$ cat src/rtl/axi4_lite_timer_slave_pkg.sv
// ----------------------------------------------------------------------------
// axi4_lite_timer_slave_pkg
// Shared definitions for the AXI4-Lite machine-timer slave: register offsets
// (ADDR[4:0] with the byte bits forced to zero), AXI response codes, CTRL bit
// indices, FSM state types and small decode/byte-merge helpers.
// No ports (package).
// ----------------------------------------------------------------------------
package axi4_lite_timer_slave_pkg;

    localparam logic [4:0] TMR_MTIME_LO = 5'h00;
    localparam logic [4:0] TMR_MTIME_HI = 5'h04;
    localparam logic [4:0] TMR_CMP_LO   = 5'h08;
    localparam logic [4:0] TMR_CMP_HI   = 5'h0C;
    localparam logic [4:0] TMR_CTRL     = 5'h10;
    localparam logic [4:0] TMR_PRESCALE = 5'h14;

    localparam logic [1:0] AXI_RESP_OKAY   = 2'b00;
    localparam logic [1:0] AXI_RESP_SLVERR = 2'b10;

    localparam int CTRL_EN_BIT     = 0;
    localparam int CTRL_IRQ_EN_BIT = 1;

    typedef enum logic {W_IDLE, W_RESP} wr_state_t;
    typedef enum logic {R_IDLE, R_DATA} rd_state_t;

    // Offsets 0x18 and 0x1C are the only unmapped word slots.
    function automatic logic reg_is_mapped(input logic [4:0] off);
        return (off[4:3] != 2'b11);
    endfunction

    // Replace only the strobed bytes of a 32-bit word.
    function automatic logic [31:0] apply_strb(input logic [31:0] old_val,
                                               input logic [31:0] new_val,
                                               input logic [3:0]  strb);
        logic [31:0] res;
        res = old_val;
        for (int b = 0; b < 4; b++) begin
            if (strb[b]) res[b*8 +: 8] = new_val[b*8 +: 8];
        end
        return res;
    endfunction

endpackage

$ cat src/rtl/axi4_lite_timer_slave_if.sv
// ----------------------------------------------------------------------------
// axi4_lite_timer_slave_if
// AXI4-Lite bus bundle between the interconnect (master) and the timer slave.
// master modport: drives AW/W/AR channels and BREADY/RREADY.
// slave modport : drives the READY of AW/W/AR and the B/R response channels.
// ----------------------------------------------------------------------------
interface axi4_lite_timer_slave_if;
    logic [31:0] S_AXI_AWADDR;
    logic [2:0]  S_AXI_AWPROT;
    logic        S_AXI_AWVALID;
    logic        S_AXI_AWREADY;
    logic [31:0] S_AXI_WDATA;
    logic [3:0]  S_AXI_WSTRB;
    logic        S_AXI_WVALID;
    logic        S_AXI_WREADY;
    logic [1:0]  S_AXI_BRESP;
    logic        S_AXI_BVALID;
    logic        S_AXI_BREADY;
    logic [31:0] S_AXI_ARADDR;
    logic [2:0]  S_AXI_ARPROT;
    logic        S_AXI_ARVALID;
    logic        S_AXI_ARREADY;
    logic [31:0] S_AXI_RDATA;
    logic [1:0]  S_AXI_RRESP;
    logic        S_AXI_RVALID;
    logic        S_AXI_RREADY;

    modport master (
        output S_AXI_AWADDR, S_AXI_AWPROT, S_AXI_AWVALID,
        input  S_AXI_AWREADY,
        output S_AXI_WDATA, S_AXI_WSTRB, S_AXI_WVALID,
        input  S_AXI_WREADY,
        input  S_AXI_BRESP, S_AXI_BVALID,
        output S_AXI_BREADY,
        output S_AXI_ARADDR, S_AXI_ARPROT, S_AXI_ARVALID,
        input  S_AXI_ARREADY,
        input  S_AXI_RDATA, S_AXI_RRESP, S_AXI_RVALID,
        output S_AXI_RREADY
    );

    modport slave (
        input  S_AXI_AWADDR, S_AXI_AWPROT, S_AXI_AWVALID,
        output S_AXI_AWREADY,
        input  S_AXI_WDATA, S_AXI_WSTRB, S_AXI_WVALID,
        output S_AXI_WREADY,
        output S_AXI_BRESP, S_AXI_BVALID,
        input  S_AXI_BREADY,
        input  S_AXI_ARADDR, S_AXI_ARPROT, S_AXI_ARVALID,
        output S_AXI_ARREADY,
        output S_AXI_RDATA, S_AXI_RRESP, S_AXI_RVALID,
        input  S_AXI_RREADY
    );
endinterface

$ cat src/rtl/axi4_lite_timer_slave_timer_core.sv
// ----------------------------------------------------------------------------
// timer_core
// Prescaler, 64-bit mtime, 64-bit compare, CTRL/PRESCALE registers and the
// registered level interrupt.
// Ports:
//   clk, rst                : clock, synchronous active-high reset
//   *_we                    : one-cycle write enables per register
//   wr_data, wr_strb        : write data and byte strobes for the enabled reg
//   mtime, cmp              : current 64-bit timer and compare values
//   ctrl_en, ctrl_irq_en    : CTRL.EN and CTRL.IRQ_EN
//   prescale                : PRESCALE register
//   timer_irq               : IRQ_EN & (mtime >= cmp), one cycle late
// ----------------------------------------------------------------------------
module timer_core
    import axi4_lite_timer_slave_pkg::*;
#(
    parameter logic [15:0] PRESCALE_RST = 16'd0
) (
    input  logic        clk,
    input  logic        rst,
    input  logic        mtime_lo_we,
    input  logic        mtime_hi_we,
    input  logic        cmp_lo_we,
    input  logic        cmp_hi_we,
    input  logic        ctrl_we,
    input  logic        prescale_we,
    input  logic [31:0] wr_data,
    input  logic [3:0]  wr_strb,
    output logic [63:0] mtime,
    output logic [63:0] cmp,
    output logic        ctrl_en,
    output logic        ctrl_irq_en,
    output logic [15:0] prescale,
    output logic        timer_irq
);

    logic [15:0] presc_cnt;
    logic        tick;

    assign tick = ctrl_en && (presc_cnt == prescale);

    // A software write to either mtime half suppresses that cycle's tick, so
    // bytes not written keep their pre-tick value, and restarts the prescaler.
    always_ff @(posedge clk) begin
        if (rst) begin
            mtime       <= 64'd0;
            cmp         <= 64'hFFFF_FFFF_FFFF_FFFF;
            ctrl_en     <= 1'b0;
            ctrl_irq_en <= 1'b0;
            prescale    <= PRESCALE_RST;
            presc_cnt   <= 16'd0;
            timer_irq   <= 1'b0;
        end else begin
            if (mtime_lo_we || mtime_hi_we) begin
                presc_cnt <= 16'd0;
                if (mtime_lo_we) mtime[31:0]  <= apply_strb(mtime[31:0], wr_data, wr_strb);
                if (mtime_hi_we) mtime[63:32] <= apply_strb(mtime[63:32], wr_data, wr_strb);
            end else if (ctrl_en) begin
                if (tick) begin
                    presc_cnt <= 16'd0;
                    mtime     <= mtime + 64'd1;
                end else begin
                    presc_cnt <= presc_cnt + 16'd1;
                end
            end

            if (cmp_lo_we) cmp[31:0]  <= apply_strb(cmp[31:0], wr_data, wr_strb);
            if (cmp_hi_we) cmp[63:32] <= apply_strb(cmp[63:32], wr_data, wr_strb);

            if (ctrl_we && wr_strb[0]) begin
                ctrl_en     <= wr_data[CTRL_EN_BIT];
                ctrl_irq_en <= wr_data[CTRL_IRQ_EN_BIT];
            end

            if (prescale_we && wr_strb[0]) prescale[7:0]  <= wr_data[7:0];
            if (prescale_we && wr_strb[1]) prescale[15:8] <= wr_data[15:8];

            timer_irq <= ctrl_irq_en && (mtime >= cmp);
        end
    end

endmodule

$ cat src/rtl/axi4_lite_timer_slave.sv
// ----------------------------------------------------------------------------
// axi4_lite_timer_slave
// AXI4-Lite slave wrapping a RISC-V machine timer.
// Ports:
//   clk, rst  : clock, synchronous active-high reset
//   s_axi     : AXI4-Lite slave bus (only ADDR[4:2] decoded, PROT ignored)
//   timer_irq : registered level timer interrupt
// Holds the independent write/read FSMs, address decode and the MTIME_HI
// shadow used for coherent 64-bit reads.
// ----------------------------------------------------------------------------
module axi4_lite_timer_slave
    import axi4_lite_timer_slave_pkg::*;
#(
    parameter logic [15:0] PRESCALE_RST = 16'd0
) (
    input  logic                   clk,
    input  logic                   rst,
    axi4_lite_timer_slave_if.slave s_axi,
    output logic                   timer_irq
);

    wr_state_t   w_state, w_state_next;
    logic        aw_got, aw_got_next, w_got, w_got_next;
    logic [4:0]  aw_off_q, aw_off_next, aw_off_in;
    logic [31:0] wdata_q, wdata_next;
    logic [3:0]  wstrb_q, wstrb_next;
    logic        awready_q, awready_next, wready_q, wready_next;
    logic [1:0]  bresp_q, bresp_next;
    logic        aw_hs, w_hs, commit;

    rd_state_t   r_state, r_state_next;
    logic        arready_q, arready_next, ar_hs;
    logic [4:0]  ar_off;
    logic [31:0] rdata_q, rdata_next, hi_shadow, hi_shadow_next, ctrl_word;
    logic [1:0]  rresp_q, rresp_next;

    logic [63:0] mtime, cmp;
    logic        ctrl_en, ctrl_irq_en;
    logic [15:0] prescale;
    logic        unused_bits;

    assign unused_bits = &{1'b0, s_axi.S_AXI_AWADDR[31:5], s_axi.S_AXI_AWADDR[1:0],
                           s_axi.S_AXI_ARADDR[31:5], s_axi.S_AXI_ARADDR[1:0],
                           s_axi.S_AXI_AWPROT, s_axi.S_AXI_ARPROT};

    assign aw_hs     = s_axi.S_AXI_AWVALID && awready_q;
    assign w_hs      = s_axi.S_AXI_WVALID && wready_q;
    assign ar_hs     = s_axi.S_AXI_ARVALID && arready_q;
    assign aw_off_in = {s_axi.S_AXI_AWADDR[4:2], 2'b00};
    assign ar_off    = {s_axi.S_AXI_ARADDR[4:2], 2'b00};

    assign s_axi.S_AXI_AWREADY = awready_q;
    assign s_axi.S_AXI_WREADY  = wready_q;
    assign s_axi.S_AXI_BVALID  = (w_state == W_RESP);
    assign s_axi.S_AXI_BRESP   = bresp_q;
    assign s_axi.S_AXI_ARREADY = arready_q;
    assign s_axi.S_AXI_RVALID  = (r_state == R_DATA);
    assign s_axi.S_AXI_RDATA   = rdata_q;
    assign s_axi.S_AXI_RRESP   = rresp_q;

    always_ff @(posedge clk) begin
        if (rst) begin
            w_state   <= W_IDLE;
            aw_got    <= 1'b0;
            w_got     <= 1'b0;
            aw_off_q  <= 5'd0;
            wdata_q   <= 32'd0;
            wstrb_q   <= 4'd0;
            awready_q <= 1'b0;
            wready_q  <= 1'b0;
            bresp_q   <= AXI_RESP_OKAY;
            r_state   <= R_IDLE;
            arready_q <= 1'b0;
            rdata_q   <= 32'd0;
            rresp_q   <= AXI_RESP_OKAY;
            hi_shadow <= 32'd0;
        end else begin
            w_state   <= w_state_next;
            aw_got    <= aw_got_next;
            w_got     <= w_got_next;
            aw_off_q  <= aw_off_next;
            wdata_q   <= wdata_next;
            wstrb_q   <= wstrb_next;
            awready_q <= awready_next;
            wready_q  <= wready_next;
            bresp_q   <= bresp_next;
            r_state   <= r_state_next;
            arready_q <= arready_next;
            rdata_q   <= rdata_next;
            rresp_q   <= rresp_next;
            hi_shadow <= hi_shadow_next;
        end
    end

    // Write side: AW and W are latched independently; the *_next copies merge
    // a same-cycle handshake with an earlier one, so they also feed the commit.
    always_comb begin
        w_state_next = w_state;
        aw_got_next  = aw_got;
        w_got_next   = w_got;
        aw_off_next  = aw_off_q;
        wdata_next   = wdata_q;
        wstrb_next   = wstrb_q;
        bresp_next   = bresp_q;
        commit       = 1'b0;
        case (w_state)
            W_IDLE: begin
                if (aw_hs) begin
                    aw_got_next = 1'b1;
                    aw_off_next = aw_off_in;
                end
                if (w_hs) begin
                    w_got_next = 1'b1;
                    wdata_next = s_axi.S_AXI_WDATA;
                    wstrb_next = s_axi.S_AXI_WSTRB;
                end
                if (aw_got_next && w_got_next) begin
                    commit       = 1'b1;
                    w_state_next = W_RESP;
                    aw_got_next  = 1'b0;
                    w_got_next   = 1'b0;
                    bresp_next   = reg_is_mapped(aw_off_next) ? AXI_RESP_OKAY : AXI_RESP_SLVERR;
                end
            end
            W_RESP: begin
                if (s_axi.S_AXI_BREADY) w_state_next = W_IDLE;
            end
        endcase
        awready_next = (w_state_next == W_IDLE) && !aw_got_next;
        wready_next  = (w_state_next == W_IDLE) && !w_got_next;
    end

    always_comb begin
        ctrl_word                  = 32'd0;
        ctrl_word[CTRL_EN_BIT]     = ctrl_en;
        ctrl_word[CTRL_IRQ_EN_BIT] = ctrl_irq_en;
    end

    // Read side: a MTIME_LO read snapshots the live upper half so a following
    // MTIME_HI read is coherent with it even across a carry.
    always_comb begin
        r_state_next   = r_state;
        rdata_next     = rdata_q;
        rresp_next     = rresp_q;
        hi_shadow_next = hi_shadow;
        case (r_state)
            R_IDLE: begin
                if (ar_hs) begin
                    r_state_next = R_DATA;
                    rresp_next   = reg_is_mapped(ar_off) ? AXI_RESP_OKAY : AXI_RESP_SLVERR;
                    case (ar_off)
                        TMR_MTIME_LO: begin
                            rdata_next     = mtime[31:0];
                            hi_shadow_next = mtime[63:32];
                        end
                        TMR_MTIME_HI: rdata_next = hi_shadow;
                        TMR_CMP_LO:   rdata_next = cmp[31:0];
                        TMR_CMP_HI:   rdata_next = cmp[63:32];
                        TMR_CTRL:     rdata_next = ctrl_word;
                        TMR_PRESCALE: rdata_next = {16'd0, prescale};
                        default:      rdata_next = 32'd0;
                    endcase
                end
            end
            R_DATA: begin
                if (s_axi.S_AXI_RREADY) r_state_next = R_IDLE;
            end
        endcase
        arready_next = (r_state_next == R_IDLE);
    end

    timer_core #(
        .PRESCALE_RST (PRESCALE_RST)
    ) u_timer_core (
        .clk         (clk),
        .rst         (rst),
        .mtime_lo_we (commit && (aw_off_next == TMR_MTIME_LO)),
        .mtime_hi_we (commit && (aw_off_next == TMR_MTIME_HI)),
        .cmp_lo_we   (commit && (aw_off_next == TMR_CMP_LO)),
        .cmp_hi_we   (commit && (aw_off_next == TMR_CMP_HI)),
        .ctrl_we     (commit && (aw_off_next == TMR_CTRL)),
        .prescale_we (commit && (aw_off_next == TMR_PRESCALE)),
        .wr_data     (wdata_next),
        .wr_strb     (wstrb_next),
        .mtime       (mtime),
        .cmp         (cmp),
        .ctrl_en     (ctrl_en),
        .ctrl_irq_en (ctrl_irq_en),
        .prescale    (prescale),
        .timer_irq   (timer_irq)
    );

endmodule

$ cat src/flat_wrapper.sv
// flat-port wrapper written by rule: the top's interface ports become plain ports
module axi4_lite_timer_slave_flat import axi4_lite_timer_slave_pkg::*;
#(
    parameter logic [15:0] PRESCALE_RST = 16'd0
)
  (clk, rst, timer_irq, s_axi_S_AXI_AWADDR, s_axi_S_AXI_AWPROT, s_axi_S_AXI_AWVALID, s_axi_S_AXI_AWREADY, s_axi_S_AXI_WDATA, s_axi_S_AXI_WSTRB, s_axi_S_AXI_WVALID, s_axi_S_AXI_WREADY, s_axi_S_AXI_BRESP, s_axi_S_AXI_BVALID, s_axi_S_AXI_BREADY, s_axi_S_AXI_ARADDR, s_axi_S_AXI_ARPROT, s_axi_S_AXI_ARVALID, s_axi_S_AXI_ARREADY, s_axi_S_AXI_RDATA, s_axi_S_AXI_RRESP, s_axi_S_AXI_RVALID, s_axi_S_AXI_RREADY);
  axi4_lite_timer_slave_if s_axi_i ();
  input  logic clk;
  input  logic rst;
  output logic timer_irq;
  input wire logic [$bits(s_axi_i.S_AXI_AWADDR)-1:0] s_axi_S_AXI_AWADDR;
  input wire logic [$bits(s_axi_i.S_AXI_AWPROT)-1:0] s_axi_S_AXI_AWPROT;
  input wire logic [$bits(s_axi_i.S_AXI_AWVALID)-1:0] s_axi_S_AXI_AWVALID;
  output wire logic [$bits(s_axi_i.S_AXI_AWREADY)-1:0] s_axi_S_AXI_AWREADY;
  input wire logic [$bits(s_axi_i.S_AXI_WDATA)-1:0] s_axi_S_AXI_WDATA;
  input wire logic [$bits(s_axi_i.S_AXI_WSTRB)-1:0] s_axi_S_AXI_WSTRB;
  input wire logic [$bits(s_axi_i.S_AXI_WVALID)-1:0] s_axi_S_AXI_WVALID;
  output wire logic [$bits(s_axi_i.S_AXI_WREADY)-1:0] s_axi_S_AXI_WREADY;
  output wire logic [$bits(s_axi_i.S_AXI_BRESP)-1:0] s_axi_S_AXI_BRESP;
  output wire logic [$bits(s_axi_i.S_AXI_BVALID)-1:0] s_axi_S_AXI_BVALID;
  input wire logic [$bits(s_axi_i.S_AXI_BREADY)-1:0] s_axi_S_AXI_BREADY;
  input wire logic [$bits(s_axi_i.S_AXI_ARADDR)-1:0] s_axi_S_AXI_ARADDR;
  input wire logic [$bits(s_axi_i.S_AXI_ARPROT)-1:0] s_axi_S_AXI_ARPROT;
  input wire logic [$bits(s_axi_i.S_AXI_ARVALID)-1:0] s_axi_S_AXI_ARVALID;
  output wire logic [$bits(s_axi_i.S_AXI_ARREADY)-1:0] s_axi_S_AXI_ARREADY;
  output wire logic [$bits(s_axi_i.S_AXI_RDATA)-1:0] s_axi_S_AXI_RDATA;
  output wire logic [$bits(s_axi_i.S_AXI_RRESP)-1:0] s_axi_S_AXI_RRESP;
  output wire logic [$bits(s_axi_i.S_AXI_RVALID)-1:0] s_axi_S_AXI_RVALID;
  input wire logic [$bits(s_axi_i.S_AXI_RREADY)-1:0] s_axi_S_AXI_RREADY;
  assign s_axi_i.S_AXI_AWADDR = s_axi_S_AXI_AWADDR;
  assign s_axi_i.S_AXI_AWPROT = s_axi_S_AXI_AWPROT;
  assign s_axi_i.S_AXI_AWVALID = s_axi_S_AXI_AWVALID;
  assign s_axi_S_AXI_AWREADY = s_axi_i.S_AXI_AWREADY;
  assign s_axi_i.S_AXI_WDATA = s_axi_S_AXI_WDATA;
  assign s_axi_i.S_AXI_WSTRB = s_axi_S_AXI_WSTRB;
  assign s_axi_i.S_AXI_WVALID = s_axi_S_AXI_WVALID;
  assign s_axi_S_AXI_WREADY = s_axi_i.S_AXI_WREADY;
  assign s_axi_S_AXI_BRESP = s_axi_i.S_AXI_BRESP;
  assign s_axi_S_AXI_BVALID = s_axi_i.S_AXI_BVALID;
  assign s_axi_i.S_AXI_BREADY = s_axi_S_AXI_BREADY;
  assign s_axi_i.S_AXI_ARADDR = s_axi_S_AXI_ARADDR;
  assign s_axi_i.S_AXI_ARPROT = s_axi_S_AXI_ARPROT;
  assign s_axi_i.S_AXI_ARVALID = s_axi_S_AXI_ARVALID;
  assign s_axi_S_AXI_ARREADY = s_axi_i.S_AXI_ARREADY;
  assign s_axi_S_AXI_RDATA = s_axi_i.S_AXI_RDATA;
  assign s_axi_S_AXI_RRESP = s_axi_i.S_AXI_RRESP;
  assign s_axi_S_AXI_RVALID = s_axi_i.S_AXI_RVALID;
  assign s_axi_i.S_AXI_RREADY = s_axi_S_AXI_RREADY;
  axi4_lite_timer_slave #(.PRESCALE_RST(PRESCALE_RST)) u_core (.clk(clk), .rst(rst), .s_axi(s_axi_i), .timer_irq(timer_irq));
endmodule
$ cat config.mk
export PLATFORM = sky130hd
export DESIGN_NAME = axi4_lite_timer_slave_flat
export DESIGN_NICKNAME = d
export VERILOG_FILES = /design/src/rtl/axi4_lite_timer_slave_pkg.sv /design/src/rtl/axi4_lite_timer_slave_if.sv /design/src/rtl/axi4_lite_timer_slave_timer_core.sv /design/src/rtl/axi4_lite_timer_slave.sv /design/src/flat_wrapper.sv
export SDC_FILE = /design/constraint.sdc
export NUM_CORES = 1
export LEC_CHECK = 0
export CAP_MARGIN = 15
export CORE_MARGIN = 2
export CORE_UTILIZATION = 30
export DETAILED_ROUTE_END_ITERATION = 10
export PLACE_DENSITY = 0.44
export SYNTH_ARGS = -nofsm -noshare
export SYNTH_HDL_FRONTEND = slang
export SYNTH_HIERARCHICAL = 1
export SYNTH_SLANG_ARGS = --single-unit
export TNS_END_PERCENT = 20
$ cat constraint.sdc
create_clock -name clk -period 4.31 [get_ports clk]
set_clock_uncertainty 0.1 [all_clocks]
set_input_delay 0.6465 -clock clk [delete_from_list [all_inputs] [get_ports clk]]
set_output_delay 0.6465 -clock clk [all_outputs]
set_load 0.03 [all_outputs]
==> impl_summary.txt <==
----------------------------------------------------
[Layout]
  Post-synthesis to final-layout area growth ... 19.4%
  Share of final-layout standard cells stronger than drive strength 1 ... 8.89%
  Final design area excluding fillers ... 0.0182 sq mm
  Layout Utilization ... 36.3%
  Number of nets in the final layout ... 2,168
  Antenna Diode Count ... 0

[Yosys]
  Synthesized area ... 0.0152 sq mm
  Fraction of registers with async set or reset after synthesis ... 0%
  Count of yosys warnings during synthesis ... 6
  Synthesized instance count ... 1,926
  Count of different cell masters after synthesis ... 71
  Post-synth top area cell ... sky130_fd_sc_hd__dfxtp_1
  Most used flip-flop cell after synthesis ... sky130_fd_sc_hd__dfxtp_1
  Share of synthesized area occupied by flip-flops and latches ... 36.5%
  Number of flops mapped to enable cells by yosys ... 0
  Leading cell types by total area after synthesis ... sky130_fd_sc_hd__dfxtp_1 (36%), sky130_fd_sc_hd__nand2_1 (7.5%), sky130_fd_sc_hd__nand3_1 (6.2%)
  Share of the synthesized area in the top cell type ... 36.5%
  Mean instance size in the synthesized netlist ... 7.90 sq um
  Post-synthesis sequential element count ... 277

[Power]
  Overall power consumption ... 6410 uW
  PD cells ... 353 mW/mm^2
  Total leakage power ... 0.00744 uW
  Worst ir drop on vdd ... 0.239 mV

[CTS]
  TritonCTS Buffers ... 37
  Num Clock Sinks ... 277
  Clock tree from TritonCTS ... built
  Clock transition time at the flip-flop clock pins of the worst setup and hold paths ... 0.05 ns
  Clock root buffer ... sky130_fd_sc_hd__clkbuf_16
  Number of gates resized after cts ... 0
  Post-CTS setup buffers ... 0
  Worst-Skew Late Latency ... 0.55 ns
  Clock tree buffer depth ... 3
  H-Tree Depth ... 2
  Hold_buf cts ... 0

[Floorplanning]
  Initial Util ... 30.4%
  Die ar. ... 0.0525 sq mm
  Number of top-level pins ... 155
  Die extent in x ... 229 um
  Core area ... 0.0501 sq mm
  Vertical die dimension ... 229 um
  Site row count ... 82

[Setup path]
  Arrival time reported for the critical path endpoint ... 3.70 ns
  Largest driver fanout on the critical path ... 11
  Launching element of the worst setup path ... s_axi_S_AXI_AWVALID
  Capturing element type of the critical path ... flip-flop
  Worst path required time ... 4.65 ns
  Worst r2r src ... u_core/aw_got$_SDFF_PP0_
  Class of the most critical setup path ... in2reg
  Startpoint type of the worst setup path ... input pin

[Place]
  Count of input and output buffers ... 88
  Instance area after placement ... 0.0169 sq mm
  Detailed Place HPWL ... 40,400 um
  RD Place Congestion ... 0.873

[Timing]
  Final Slew Violations ... 0
  Max Fclk ... 298 MHz
  Period minus WS final ... 3.35 ns
  Setup repair after global routing missed its margin ... no
  Number of setup violations in the final report ... 0
  Transition at the pin with the smallest max-transition slack ... 0.925 ns
  Final worst hold slack ... 0.179 ns
  Post-route clock period utilization ... 77.8%
  Total Negative Setup Slacks ... 0 ns
  Hold violation count in the final report ... 0
  Max-slew headroom at the worst pin ... 38.1%

[Detailed routing]
  Via Count ... 14.5k
  Detailed Route Iter0 Violations ... 1,084
  DR vias/cell ... 5.40
  Final ANT Viol Nets ... 0
  DRC violation count after routing ... 0
  WL final ... 57,300 um
  Per-cell routed wire length ... 21.3 um
  Detailed-routing iteration count for the pre-antenna-repair pass ... 7

[Global route]
  Maximum number of pins on one net before global-route repair ... 110
  Global route overflow ... 0
  Via count of the first global-routing pass ... 13.9k
  GR Util All Layers ... 21.4%
  Initial antenna violation count ... 0
  First-pass GRT wire length ... 86,600 um

[Outcome]
  Run status ... complete, no violations

[Min path]
  Tightest Hold Check Type ... in2reg
  Hold path startpoint ... rst

[Flow run]
  Maxcap violations ... 0

----------------------------------------------------
metal layers:
metal | global-route usage, % | vias to the layer above | wire length [um]
met5 | 0 | - | 0
met4 | 8.24 | 0 | 1960
met3 | 3.00 | 94 | 2740
met2 | 35.2 | 402 | 26400
met1 | 28.4 | 6983 | 26200
li1 | - | 7038 | -
final timing paths:
check | to | slack [ns] | cells after the start
hold / removal | u_core/wdata_q[0]$_SDFF_PP0_ | 0.18 | 2
setup reg to reg | u_core/u_timer_core/presc_cnt[12]$_SDFFE_PP0P_ | 1.13 | 10
setup / recovery | u_core/u_timer_core/mtime[61]$_SDFFE_PP0P_ | 0.96 | 11
hold reg to reg | u_core/hi_shadow[14]$_SDFFE_PP0P_ | 0.35 | 2
power breakdown:
part / total, uW / switching [uW] / internal, uW
registers: 2620 / 20.3 / 2600
logic: 629 / 412 / 217
clock network: 3160 / 1210 / 1960
per-stage QoR:
step                      setup slack [ns]  instances
after floorplan                       1.12       1927
after global placement               0.467       2622
after detailed placement             0.408       2622
after CTS                             1.00       2686
after global routing                 0.742       2686
final                                0.956       2686
cell type report:
cell class              instances  area, sq um
clock inverters                 6         87.6
well taps                     672          841
repair buffers                148         1380
inverters                      73          274
clock buffers                  58         1160
flip-flops and latches        277         5550
fillers                      5342        31900
multi-input cells            1452         8870
worst max-delay path: stages:
cell                              delay, ns
sky130_fd_sc_hd__clkdlybuf4s50_1       0.50
sky130_fd_sc_hd__and3b_1               0.34
sky130_fd_sc_hd__mux2i_1               0.14
sky130_fd_sc_hd__nand2_1               0.17
sky130_fd_sc_hd__nor3_1                0.08
sky130_fd_sc_hd__buf_4                 0.20
sky130_fd_sc_hd__nor2_4                0.11
sky130_fd_sc_hd__nand3_1               0.31
sky130_fd_sc_hd__o21ai_1               0.78
sky130_fd_sc_hd__o22ai_1               0.16
sky130_fd_sc_hd__a32o_1                0.23
registers in the layout, summed over array words and instances, names as in the netlist:
signal and cells:
u_core/aw_off_q 5, u_core/s_axi.S_AXI_RRESP 1, u_core/u_timer_core/timer_irq 1, u_core/aw_got 1, u_core/wstrb_q 4, u_core/wdata_q 32
u_core/s_axi.S_AXI_WREADY 1, u_core/u_timer_core/presc_cnt 16, u_core/s_axi.S_AXI_BVALID 1, u_core/s_axi.S_AXI_RDATA 32, u_core/w_got 1, u_core/u_timer_core/ctrl_irq_en 1
u_core/s_axi.S_AXI_RVALID 1, u_core/u_timer_core/mtime 64, u_core/s_axi.S_AXI_AWREADY 1, u_core/s_axi.S_AXI_ARREADY 1, u_core/u_timer_core/prescale 16, u_core/hi_shadow 32
u_core/u_timer_core/cmp 64, u_core/s_axi.S_AXI_BRESP 1, u_core/u_timer_core/ctrl_en 1
synth_stat cells (33+ instances only):
cell,instances
sky130_fd_sc_hd__ha_1,66
sky130_fd_sc_hd__a21oi_1,137
sky130_fd_sc_hd__nor2b_1,40
sky130_fd_sc_hd__mux2_2,39
sky130_fd_sc_hd__nand4_1,33
sky130_fd_sc_hd__o22ai_1,39
sky130_fd_sc_hd__mux2i_1,69
sky130_fd_sc_hd__o21ai_0,81
sky130_fd_sc_hd__nor2_1,92
sky130_fd_sc_hd__nor3_1,38
sky130_fd_sc_hd__inv_1,73
sky130_fd_sc_hd__nand2_1,303
sky130_fd_sc_hd__nand3_1,188
sky130_fd_sc_hd__clkbuf_1,86
sky130_fd_sc_hd__dfxtp_1,277
cells in the final DEF (no fill, tap or decap), drive strengths merged, types with 19 or more instances in the layout:
| cell type | Yosys | layout |
|---|---|---|
| nand2 | 303 | 303 |
| dfxtp | 277 | 277 |
| nand3 | 190 | 190 |
| a21oi | 137 | 137 |
| o21ai | 105 | 105 |
| nor2 | 92 | 92 |
| clkdlybuf4s50 | 0 | 85 |
| inv | 73 | 75 |
| mux2i | 69 | 69 |
| ha | 66 | 66 |
| buf | 39 | 63 |
| clkbuf | 86 | 58 |
| nor2b | 40 | 40 |
| mux2 | 39 | 39 |
| o22ai | 39 | 39 |
| nor3 | 39 | 39 |
| nand4 | 34 | 34 |
| a211oi | 29 | 29 |
| and3 | 19 | 19 |
cell families (layout without fill, tap and decap cells):
family,count (synthesis),count (layout),synth area share [%]
xor+xnor,30,30,1.73
mux,108,108,7.43
fa+ha+maj,66,66,5.43
flops,277,277,36.5
simple gates,814,814,26.0
compound gates,432,432,17.6
buf+inv,198,285,5.37
other cells,1,2,0.0247
No activity file was read; power rests on OpenSTA's default activity.
